**config.mk**
```make
export PLATFORM = sky130hd
export DESIGN_NAME = chain_count
export DESIGN_NICKNAME = d
export VERILOG_FILES = /design/src/rtl/chain_count.sv
export SDC_FILE = /design/constraint.sdc
export NUM_CORES = 1
export LEC_CHECK = 0
export ABC_CLOCK_PERIOD_IN_PS = 2080
export BUFFER_PORTS_ARGS = -buffer_cell sky130_fd_sc_hd__clkbuf_2
export CAP_MARGIN = 0
export CORE_AREA = 5 5 66 68
export DETAILED_ROUTE_END_ITERATION = 8
export DIE_AREA = 0 0 71 73
export PLACE_DENSITY_LB_ADDON = 0.1
export RECOVER_POWER = 100
export SETUP_SLACK_MARGIN = 0.1
export SLEW_MARGIN = 10
export SYNTH_ARGS = -nofsm -noshare
export SYNTH_HDL_FRONTEND = slang
export SYNTH_SLANG_ARGS = --single-unit
```
**constraint.sdc**
```tcl
create_clock -name clk -period 2.08 [get_ports clk]
set_clock_uncertainty 0.05 [all_clocks]
set_input_delay 0.416 -clock clk [delete_from_list [all_inputs] [get_ports clk]]
set_output_delay 0.416 -clock clk [all_outputs]
set_load 0.005 [all_outputs]
```
**src/rtl/chain_count.sv**
```systemverilog
// chain_count: DIGITS cascaded modulo-M_PARAM up/down digits with a whole-chain rollover (ro) and borrow (bo).
// Define CHAIN_COUNT_SAT_EN to make the chain saturate at its ends instead of wrapping; this also adds the sat output.
module chain_count #(
   parameter int M_PARAM = 10,
   parameter int DIGIT_W = 4,
   parameter int DIGITS  = 4
) (
   input  logic                        clk,
   input  logic                        reset,
   input  logic                        clear,
   input  logic                        load,
   input  logic [DIGITS*DIGIT_W-1:0]   load_val,
   input  logic                        increment,
   input  logic                        decrement,
   output logic [DIGITS*DIGIT_W-1:0]   count,
   output logic                        ro,
   output logic                        bo,
   output logic                        at_zero
`ifdef CHAIN_COUNT_SAT_EN
   ,
   output logic                        sat
`endif
);

   localparam logic [DIGIT_W-1:0] MAX_D = DIGIT_W'(M_PARAM - 1);

   logic [DIGITS-1:0][DIGIT_W-1:0] cnt;
   logic [DIGITS-1:0][DIGIT_W-1:0] nxt;
   logic [DIGITS-1:0][DIGIT_W-1:0] ld_val;
   logic up;
   logic dn;
   logic all_max;
   logic all_zero;
   logic hold;

   assign up = increment & ~decrement;
   assign dn = decrement & ~increment;

   always_comb begin
      all_max  = 1'b1;
      all_zero = 1'b1;
      for (int unsigned i = 0; i < DIGITS; i++) begin
         all_max  = all_max & (cnt[i] == MAX_D);
         all_zero = all_zero & (cnt[i] == '0);
      end
   end

   // Per-digit clamp of out-of-range load fields to M_PARAM-1.
   always_comb begin
      logic [DIGIT_W-1:0] f;
      ld_val = '0;
      for (int unsigned i = 0; i < DIGITS; i++) begin
         f = load_val[i*DIGIT_W +: DIGIT_W];
         if ({1'b0, f} >= (DIGIT_W+1)'(M_PARAM))
            ld_val[i] = MAX_D;
         else
            ld_val[i] = f;
      end
   end

   // Single-cycle ripple: a digit steps only while every lower digit sits at its edge value.
   always_comb begin
      logic up_rip;
      logic dn_rip;
      nxt    = cnt;
      up_rip = up;
      dn_rip = dn;
      for (int unsigned i = 0; i < DIGITS; i++) begin
         if (up_rip)
            nxt[i] = (cnt[i] == MAX_D) ? '0 : cnt[i] + 1'b1;
         else if (dn_rip)
            nxt[i] = (cnt[i] == '0) ? MAX_D : cnt[i] - 1'b1;
         up_rip = up_rip & (cnt[i] == MAX_D);
         dn_rip = dn_rip & (cnt[i] == '0);
      end
   end

   assign ro      = all_max & up & ~clear & ~load;
   assign bo      = all_zero & dn & ~clear & ~load;
   assign at_zero = all_zero;
   assign count   = cnt;

`ifdef CHAIN_COUNT_SAT_EN
   assign hold = ro | bo;
`else
   assign hold = 1'b0;
`endif

   always_ff @(posedge clk or posedge reset) begin
      if (reset)
         cnt <= '0;
      else if (clear)
         cnt <= '0;
      else if (load)
         cnt <= ld_val;
      else if (!hold)
         cnt <= nxt;
   end

`ifdef CHAIN_COUNT_SAT_EN
   always_ff @(posedge clk or posedge reset) begin
      if (reset)
         sat <= 1'b0;
      else if (clear || load)
         sat <= 1'b0;
      else if (hold)
         sat <= 1'b1;
   end
`endif

endmodule

```
* Word level (Yosys, flattened, before mapping)
Cells that the tools add are included.
Word-level totals: register bits after elaboration 16, latch bits 0, bits in writable memories 0, bits in read-only memories 0, memories kept 0
Operators by class: add/subtract/negate cells 8, $mul 0, divide/modulo/power cells 0, magnitude comparators 4, equal/unequal tests 4, shifts and indexed selects 0, multiplexer cells 22, bitwise operators 24, reductions and logical operators 8
Operator list (count):
- $mux W4 | 20
- $mux W16 | 2
- $and A1 B1 Y1 | 20
- $add A4 B1 Y4 const B | 4
- $eq A4 B4 Y1 const B | 4
- $ge A4 B4 Y1 const B | 4
- $logic_not A4 Y1 | 4
- $reduce_bool A4 Y1 | 4
- $sub A4 B1 Y4 const B | 4
- $not A1 Y1 | 4

* Longest topological paths before layout
word-level depth 9, gate-level depth with buffers 8

* Least setup slack after synthesis
Ideal clock, no wire load.
path kind register to output, from register cnt (netlist bit count[4]), to output bo, arrival 1.778 ns, data required time 1.614 ns, path slack -0.164 ns, cell stages (with the launch flop) 6, cells stage by stage dfrtp_1 > inv_1 > ha_1 > or3b_2 > or3_1 > nor3_1
Between the ends: longest elaborated chain between the ends 7
Ends and longest elaborated chain:
- start: declaration | RTL line 27 | logic [DIGITS-1:0][DIGIT_W-1:0] cnt;
- start signal: assignment | RTL line 95 | cnt <= ld_val;
- start signal: assignment | RTL line 97 | cnt <= nxt;
- $logic_not A4 Y1 | RTL line 44 | all_zero = all_zero & (cnt[i] == '0);
- $and A1 B1 Y1 (3 in a row) | RTL line 44
- $and A1 B1 Y1 (3 in a row) | RTL line 79 | assign bo = all_zero & dn & ~clear & ~load;
- end: declaration | RTL line 17 | output logic bo,
Every way passes these cells.

* Worst setup path after layout
from register cnt (netlist bit count[12]), to output bo
Between the ends: longest elaborated chain between the ends 5
Ends and longest elaborated chain (RTL line):
- $logic_not A4 Y1
- $and A1 B1 Y1 | 44
- $and A1 B1 Y1 (3 in a row) | 79
Every way passes these cells.

==> summary.txt <==
Critical path
  • Critical path startpoint category: register
  • Crit path cell chain: inv_2 -> ha_4 -> or3b_4 -> or3_4 -> nor3_4 -> buf_2
  • Largest delay share family, worst path: simple AND/OR/NAND/NOR gates
  • FF-to-FF Start: count[5]$_DFFE_PP0P_
  • Worst Path Arrival: ~1.9 ns
  • Critical path peak fanout: 2
  • R2R Path End: count[14]$_DFFE_PP0P_
  • Worst path max stage delay: about 0.42 ns
  • R2r setup slk: -0.26 ns
  • Crit path required time: 1.61 ns
  • Critical path class: reg -> out
  • CP Capture Type: output port
  • Buffers plus inverters on the worst setup path: 2
  • Reg2reg path depth: 10
  • Critical path's slowest cell: or3_4

Min path
  • Hold Crit Class: in -> async

Yosys
  • Syn_nets: roughly 260
  • Synth Register Bits: 16
  • Synth Flop Type: dfrtp_1
  • Synth top area share: between 20% and 30%
  • Cell count after synthesis: 221
  • EDFF count, synth: 0
  • Synth async-reset ratio: 100%
  • Cell taking the most area after synthesis: dfrtp_1
  • Synth unique cells: 49
  • Sequential fraction of the synthesis area: 23.4%
  • Syn Area/Cell: just under 8 um^2
  • Post-synthesis cell area: about 1700 um^2
  • Yosys warning count: 0
  • Synth top area cells: dfrtp_1 23%, ha_1 11%, nand2_1 5.0%, a21oi_1 5.0%, inv_1 4.6%

Placed design
  • Detail Placement HPWL: a little under 4 mm
  • Placed Cells: 340
  • I/O Buffers: 40
  • Final GP Congestion: around 0.85

Routing
  • Max Used Layer: met4
  • WL final: between 5 and 6 mm
  • Via count: 1991
  • Antenna Nets Post-Route: 0
  • DR iter-0 viols: 137
  • DRC: 0
  • WL per Instance: 15.7 um
  • DR WL met2: ~2.8 mm
  • Drt first pass iters: 4
  • Vias per Instance: ~5.6
  • Met1 wire length: approximately 2.5 mm
  • Met3 WL: 233 um

STA
  • Actual slew at the worst max-slew pin: between 0.7 and 0.8 ns
  • Fin worst setup slack: -0.309 ns
  • Minimum clock period: between 2 and 2.5 ns
  • Setup violations, final: 9
  • RSZ-0062 raised after global routing: yes
  • Setup_tns: -1.64 ns
  • Final Hold Fails: 0
  • FMAX: roughly 420 MHz
  • Fin crit share: 115%
  • Slew headroom: a little over half
  • Final Slew Violations: 0

Global routing
  • Largest net degree at the start of global routing: 17
  • Vias in the first global route: 1923
  • Initial antenna violation count: 0
  • Gr ovfl total: 0
  • Overall routing resource usage: 20.2%
  • First-pass GRT wire length: ~8.6 mm

Power
  • Peak VDD IR: 0.305 mV
  • Cell area power density: between 400 and 500 nW/um^2
  • Final Power: 1.26 mW
  • Leakage: between 1 and 1.5 nW

Layout
  • Nets@finish: about 340
  • Max reg flops: 16
  • Final Non-Filler Cells: roughly 350
  • Multi-input gate area: about 1400 um^2
  • Fillers: 364
  • Reg area: between 400 and 500 um^2
  • Antenna cell count: 0
  • Post-layout util: 66.4%
  • Area Overhead vs Synth: 47.1%
  • Share of layout cells above drive strength 1: around 39%

Flow run
  • # Max-Cap Violations: 0

Clock network
  • Maximum clock path buffer count: 2
  • H-tree Lvls: 1
  • TritonCTS Buffers: 3
  • CTS root buf: clkbuf_8
  • Clock Latency Late Sink: about 0.25 ns
  • Hold-fix buffers at CTS: 0
  • Clock transition at the registers of the reported paths: ~0.070 ns
  • Clk sinks: 16
  • TritonCTS clock tree: yes

Run status
  • Status: finished, violations left
  • Failing checks: negative setup slack

Floorplan
  • Initial cell density of the core: 45.1%
  • Die width: just over 70 um
  • Die area: roughly 5200 um^2
  • Die height: roughly 73 um
  • Rows: 23
  • # IOs: between 40 and 50
  • Core Box Area: approximately 3800 um^2
final cells by class:
class	count	share of cell area (%)
well taps	50	2.48
repair buffers	92	21.6
clock buffers	4	2.18
multi-input cells	171	54.5
flip-flops and latches	16	16.1
inverters	21	3.13
metrics by stage:
step | hold slack [ns] | setup WS, ns | area [um^2]
CTS | 0.221 | -0.346 | 2470
finish | 0.193 | -0.309 | 2520
detailed placement | 0.495 | -0.126 | 2300
global route | 0.244 | -0.406 | 2520
floorplan | 0.279 | -0.00679 | 1780
global placement | 0.490 | -0.0994 | 2300
Yosys cell counts, drive strengths merged, types with 6 or more instances:
cell type / number
a21oi: 17
a22o: 6
clkbuf: 10
dfrtp: 16
ha: 15
inv: 21
nand2: 23
nand3: 6
nand3b: 6
nor2: 14
nor3: 10
o21ai: 12
worst register-to-register path: stages (launching register included):
cell      delay [ns]
dfrtp_1         0.39
inv_2           0.10
buf_6           0.10
buf_6           0.09
ha_4            0.12
nand3b_1        0.13
or3_1           0.46
buf_6           0.17
mux4_2          0.43
o21ai_2         0.12
a22o_1          0.12
cells in the final DEF, fill, tap and decap left out, drive strengths merged, types with 2 or more instances in the layout:
cell type and count:
clkbuf 59, o21bai 2, o21ai 12, nor4b 2, nand3b 6, nand3 6
o311ai 2, o21a 3, mux4 2, buf 37, o211ai 2, nand2b 3
a22o 6, nor3 10, ha 15, o32ai 2, o22ai 2, xor2 2
a311oi 3, dfrtp 16, a221oi 2, or3 2, a21oi 17, a2111oi 3
or3b 3, mux2i 3, o41ai 3, nor4 2, a211oi 2, xnor2 2
nand2 23, nor3b 2, nor2 14, inv 21
routing by layer:
metal  track usage (%)  vias to the layer above
met2              36.1                       67
met4              4.18                        0
met1              26.3                      930
met3              2.34                       10
li1                  -                      984
met5                 0                        -
worst max path at each step:
stage	startpoint	to	slack [ns]	cells after the start
floorplan	count[5]$_DFFE_PP0P_	bo	-0.007	5
global placement	count[4]$_DFFE_PP0P_	bo	-0.1	6
detailed placement	decrement	count[14]$_DFFE_PP0P_	-0.13	8
CTS	count[9]$_DFFE_PP0P_	bo	-0.35	6
global route	count[12]$_DFFE_PP0P_	bo	-0.41	6
finish	count[12]$_DFFE_PP0P_	bo	-0.31	6
logic make-up (layout without fill, tap and decap cells):
kind of cell               Yosys count  in the layout  synth area share (%)
and+or+nand+nor                     80             80                  25.0
AOI/OAI and AO/OA                   67             67                  26.7
buffers and inverters               34            117                  7.59
DFF                                 16             16                  23.4
adders and majority gates           15             15                  10.9
muxes                                5              5                  4.38
xor gates and xnor gates             4              4                  2.04
power breakdown:
part | switching (mW) | internal, mW
logic | 0.314 | 0.286
registers | 0.0246 | 0.341
clock network | 0.122 | 0.168
total | 0.461 | 0.795
what timing repair did:
action,4_1_cts,5_1_grt
setup buffers,6,4
gates resized for setup,15,24
endpoints found under the setup margin,9,15
pin swaps,5,9
No activity file was read; power rests on OpenSTA's default activity.
